<file path="src/rtl/pmi_fifo_prefetch_pkg.sv">
// Shared definitions for the pmi_fifo prefetch adapter: read-latency decode and derived buffer depth.
package pmi_fifo_prefetch_pkg;

  localparam int unsigned LAT_NOREG = 1;
  localparam int unsigned LAT_REG   = 2;

  // Regmode strings are compared as fixed-width byte vectors, wide enough for "noreg".
  localparam int unsigned MODE_BITS = 40;

  function automatic int unsigned latencyOf(input logic [MODE_BITS-1:0] mode);
    return (mode == MODE_BITS'("noreg")) ? LAT_NOREG : LAT_REG;
  endfunction

  function automatic logic isKnownMode(input logic [MODE_BITS-1:0] mode);
    return (mode == MODE_BITS'("noreg")) || (mode == MODE_BITS'("reg"));
  endfunction

  // One slot per in-flight read plus one for the word currently presented.
  function automatic int unsigned depthOf(input int unsigned lat);
    return lat + 1;
  endfunction

endpackage

</file>
<file path="src/rtl/pmi_fifo_prefetch_buf.sv">
// Small register FIFO holding words returned by pmi_fifo until the consumer takes them.
module pmi_fifo_prefetch_buf #(
  parameter int unsigned width = 8,
  parameter int unsigned depth = 3
) (
  input  logic                       clk,
  input  logic                       resetN,
  input  logic                       push,
  input  logic [width-1:0]           pushData,
  input  logic                       pop,
  output logic [width-1:0]           headData,
  output logic [$clog2(depth+1)-1:0] count
);

  localparam int unsigned PW = (depth > 1) ? $clog2(depth) : 1;
  localparam int unsigned CW = $clog2(depth + 1);

  logic [width-1:0] mem [depth];
  logic [PW-1:0]    head;
  logic [PW-1:0]    tail;

  function automatic logic [PW-1:0] nextPtr(input logic [PW-1:0] p);
    return (p == PW'(depth - 1)) ? '0 : p + PW'(1);
  endfunction

  // Push and pop on a full buffer share a slot: the head is read out before it is overwritten.
  always_ff @(posedge clk) begin
    if (!resetN) begin
      head  <= '0;
      tail  <= '0;
      count <= '0;
      for (int unsigned i = 0; i < depth; i++) mem[i] <= '0;
    end else begin
      if (push) begin
        mem[tail] <= pushData;
        tail      <= nextPtr(tail);
      end
      if (pop) head <= nextPtr(head);
      if (push && !pop)      count <= count + CW'(1);
      else if (pop && !push) count <= count - CW'(1);
    end
  end

  assign headData = mem[head];

endmodule

</file>
<file path="src/rtl/pmi_fifo_prefetch.sv">
// Turns the fixed-latency read port of pmi_fifo into a first-word-fall-through valid/ready stream.
module pmi_fifo_prefetch
  import pmi_fifo_prefetch_pkg::*;
#(
  parameter int unsigned pmi_data_width = 8,
  parameter              pmi_regmode    = "reg",
  parameter              pmi_family     = "EC"
) (
  input  logic                      Clock,
  input  logic                      ResetN,
  input  logic [pmi_data_width-1:0] FifoQ,
  input  logic                      FifoEmpty,
  output logic                      FifoRdEn,
  output logic [pmi_data_width-1:0] DataOut,
  output logic                      Valid,
  input  logic                      Ready
);

  localparam int unsigned L   = latencyOf(MODE_BITS'(pmi_regmode));
  localparam int unsigned D   = depthOf(L);
  localparam int unsigned CBW = $clog2(D + 1);
  localparam int unsigned SW  = CBW + 1;

  if (!isKnownMode(MODE_BITS'(pmi_regmode)) || (MODE_BITS'(pmi_family) == '0)) begin : gBadParams
    $error("pmi_fifo_prefetch: pmi_regmode must be \"reg\" or \"noreg\" and pmi_family must be set");
  end

  logic [L-1:0]   inflight;
  logic [CBW-1:0] bufCount;
  logic           pop;
  logic           capture;
  logic [SW-1:0]  committed;
  logic [SW-1:0]  limit;

  assign pop     = Valid & Ready;
  assign capture = inflight[L-1];
  assign Valid   = (bufCount != '0);

  // Issue only if every word already owed to the buffer, plus this one, still has a slot.
  always_comb begin
    committed = SW'(bufCount) + SW'($countones(inflight));
    limit     = SW'(D) + SW'(pop);
    FifoRdEn  = ResetN & ~FifoEmpty & (committed < limit);
  end

  always_ff @(posedge Clock) begin
    if (!ResetN) inflight <= '0;
    else         inflight <= (inflight << 1) | L'(FifoRdEn);
  end

  pmi_fifo_prefetch_buf #(
    .width(pmi_data_width),
    .depth(D)
  ) outBuf (
    .clk     (Clock),
    .resetN  (ResetN),
    .push    (capture),
    .pushData(FifoQ),
    .pop     (pop),
    .headData(DataOut),
    .count   (bufCount)
  );

endmodule

</file>
<file path="config.mk">
export PLATFORM = sky130hd
export DESIGN_NAME = pmi_fifo_prefetch
export DESIGN_NICKNAME = d
export VERILOG_FILES = /design/src/rtl/pmi_fifo_prefetch_pkg.sv /design/src/rtl/pmi_fifo_prefetch_buf.sv /design/src/rtl/pmi_fifo_prefetch.sv
export SDC_FILE = /design/constraint.sdc
export NUM_CORES = 1
export LEC_CHECK = 0
export CORE_UTILIZATION = 30
export DETAILED_ROUTE_END_ITERATION = 10
export SYNTH_ARGS = -nofsm -noshare
export SYNTH_HDL_FRONTEND = slang
export SYNTH_SLANG_ARGS = --single-unit
</file>
<file path="constraint.sdc">
create_clock -name Clock -period 2.05 [get_ports Clock]
set_input_delay 0.205 -clock Clock [delete_from_list [all_inputs] [get_ports Clock]]
set_output_delay 0.205 -clock Clock [all_outputs]
set_load 0.01 [all_outputs]
</file>
==> metrics.txt <==
R2R Setup Slk around 0.16 ns; Avg Inst Size Synth 15.41 sq um; chip height about 80 um; status finished with violations; Die W 80.20 um; Hold Crit Class reg -> reg; Slowest-stage cell, CP fa_2; clock skew between 0.004 and 0.005 ns; 1st-pass router iterations 4; Internal Pwr Total between 1.5 and 2 mW; final worst slack -0.1824 ns; row count 28; register clock-pin slew on the reported worst setup and hold paths 0.07 ns; H-Tree Depth 2; Worst R2R End inflight[0]; fillcell total 544; critical path, cell by cell fa_2, ha_4, ha_4, o21ai_2, a21oi_2, nor4b_2, buf_2; Yosys reg bits 42; Reg power frac 0.465; I/O pin total 22; Switching Fraction 0.2775; Pleak a little over 0.9 nW; Worst-Margin Slew 0.4481 ns; top_reg_cell synth edfxtp_1; dpl cells 224; Yosys top cell by area edfxtp_1; Final Hold Vio Count 0; Mapped Area 1834 sq um; Syn. warnings 0; Sink Count 42; hold depth 1; share of cells above drive strength 1 0.2848; post-DR wirelength/cell roughly 15 um; Pwr Density 947.6 nW/um^2; all-layer global routing usage 0.1244; CP peak stage delay 0.40 ns; Detailed Place HPWL 2403 um; post-synth top area share 0.5239; Synth top cells by count 32 x edfxtp_1, 27 x and2_1, 10 x dfxtp_1, 8 x mux4_2, 4 x ha_1; DRC viols 0; Max FO, Critical Path 2; CP startpoint kind register; Max Clk Rate 0.4480 GHz; clock share of power 0.227; Nets approximately 170; worst-skew pair later-pin latency 0.29 ns; CP Data Required Time around 1.9 ns; power after layout 2.244 mW; vias in the first global route 1,169; logic gate share of total power 0.308; R2R Path Start inflight[0]; CTS tree built; Crit. Startpoint inflight[0]; Post-CTS Hold Buffers 0; initial core utilization 0.3098; Core Box Area 5921 sq um; Most common cell on crit path ha_4; Overflow after GRT 0; post-synthesis net count roughly 140; post-route ant nets 0; largest net degree at the start of global routing 14; vias per std cell between 4 and 5; top cells by area, synth edfxtp_1 52%, dfxtp_1 11%, mux4_2 9.8%; max-slew violations 0; RSZ-0062 raised after global routing true; DRT iter0 DRCs 66; Ant. Diodes 0; failing checks negative setup slack; GPL Wtd Cong 0.6828; Hold Crit Endpoint inflight[1]; Rel. slew slack 0.7009; R2R depth 7; pre-CTS setup slack -0.4805 ns; Final setup viols 1; area grow syn2layout 29.13%; clock buffer count from CTS 5; IO Port Bufs 21; Vias 1,075; hold_sp inflight[0]; global-route wire length before repair 5658 um; Netlist cell types 31; cell count after synthesis 119; number of synthesized flops with an enable pin 32; clk buf depth 2; drt total wl 3503 um; Psw approximately 0.62 mW; count leader, synth edfxtp_1; worst vdd ir between 0.5 and 0.6 mV; ys async rst share 0; crit path kind reg -> out; sequential area share after synthesis 0.6330; Root Buffer clkbuf_8; initial antenna violation count 0; max cap viols 0; Final Non-Filler Cells roughly 230; crit path capture type primary output; Arr. time, crit path slightly above 2 ns; post-layout min period around 2.2 ns; Tcrit/Tclk final 1.089; die area 6431 sq um
==> per-layer routing <==
layer  up-vias  part of all wire  wire length (um)  track usage
met5         -                 0                 0            0
met4         0             0.010                36      0.05000
met3         6             0.041               143      0.03182
met2        25              0.55              1944       0.2393
met1       533              0.39              1379       0.1262
li1        511                 -                 -            -
==> through the flow <==
| step | hold slack [ns] | setup TNS, ns | utilization | instance area (sq um) |
|---|---|---|---|---|
| final | 0.4963 | -0.1824 | 0.4000 | 2369 |
| after global routing | 0.5096 | -0.2770 | 0.4000 | 2369 |
| after CTS | 0.4799 | -0.2727 | 0.3960 | 2345 |
| after detailed placement | 0.4986 | -0.4805 | 0.3753 | 2222 |
| after global placement | 0.4593 | -0.4362 | 0.3753 | 2222 |
| after floorplan | 0.2817 | 0 | - | 1841 |
==> critical path, delay by kind of cell (launching register included) <==
family | cells | cell delay, ns
AO/OA/AOI/OAI | 2 | 0.17
adder cells (fa/ha/maj) | 3 | 0.89
buffers and inverters | 1 | 0.16
flip-flops | 1 | 0.34
AND/OR/NAND/NOR | 1 | 0.20
==> layout by cell type (no fill, tap or decap), types with 3 or more instances in the layout <==
cell,count
edfxtp_1,32
and2_1,27
clkdlybuf4s50_1,12
buf_4,12
mux4_2,8
dfxtp_1,8
dlymetal6s2s_1,8
clkbuf_8,5
nand2_1,3
nor2_1,3
==> sequential cells by signal, indices dropped and copies added, names as in the netlist, named ones only <==
signal / flops
outBuf.count: 2
outBuf.mem: 32
outBuf.head: 2
outBuf.tail: 2
inflight: 2
==> logic make-up after synthesis <==
group,after synthesis,synth area share
xor+xnor,2,0.009552
buf+inv,5,0.01090
mux,10,0.1091
flops,42,0.6330
fa+ha+maj,5,0.03820
simple gates,47,0.1692
compound gates,8,0.03001
==> cell type report <==
class                   count  area, sq um  area share
flip-flops and latches     42         1164      0.4913
multi-input cells          72        690.7      0.2916
repair buffers             34        326.6      0.1379
well taps                  75        93.84     0.03962
clock buffers               6        72.57     0.03064
clock inverters             2        13.76    0.005811
inverters                   2        7.507    0.003170
==> repair_timing <==
item | CTS | global route
endpoints found under the setup margin | 1 | 10
setup buffers | 1 | 0
pin swaps | 5 | 3
gates resized for setup | 11 | 9
==> power groups by stage <==
stage	clock, mW	combinational, mW	sequential [mW]
final	0.509	0.691	1.04
after global routing	0.559	0.755	1.06
after CTS	0.519	0.711	1.04
after detailed placement	0	0.632	1.05
after global placement	0	0.604	1.05
after floorplan	0	0.355	1.05
==> worst max-delay path by stage <==
stage                    end  slack [ns]  depth (start not counted)
finish              FifoRdEn       -0.18                          7
global route        FifoRdEn       -0.28                          7
CTS                 FifoRdEn       -0.27                          7
detailed placement  FifoRdEn       -0.48                          7
global placement    FifoRdEn       -0.44                          7
floorplan           FifoRdEn      0.0006                          6
Power figures use the tool's default switching activity.
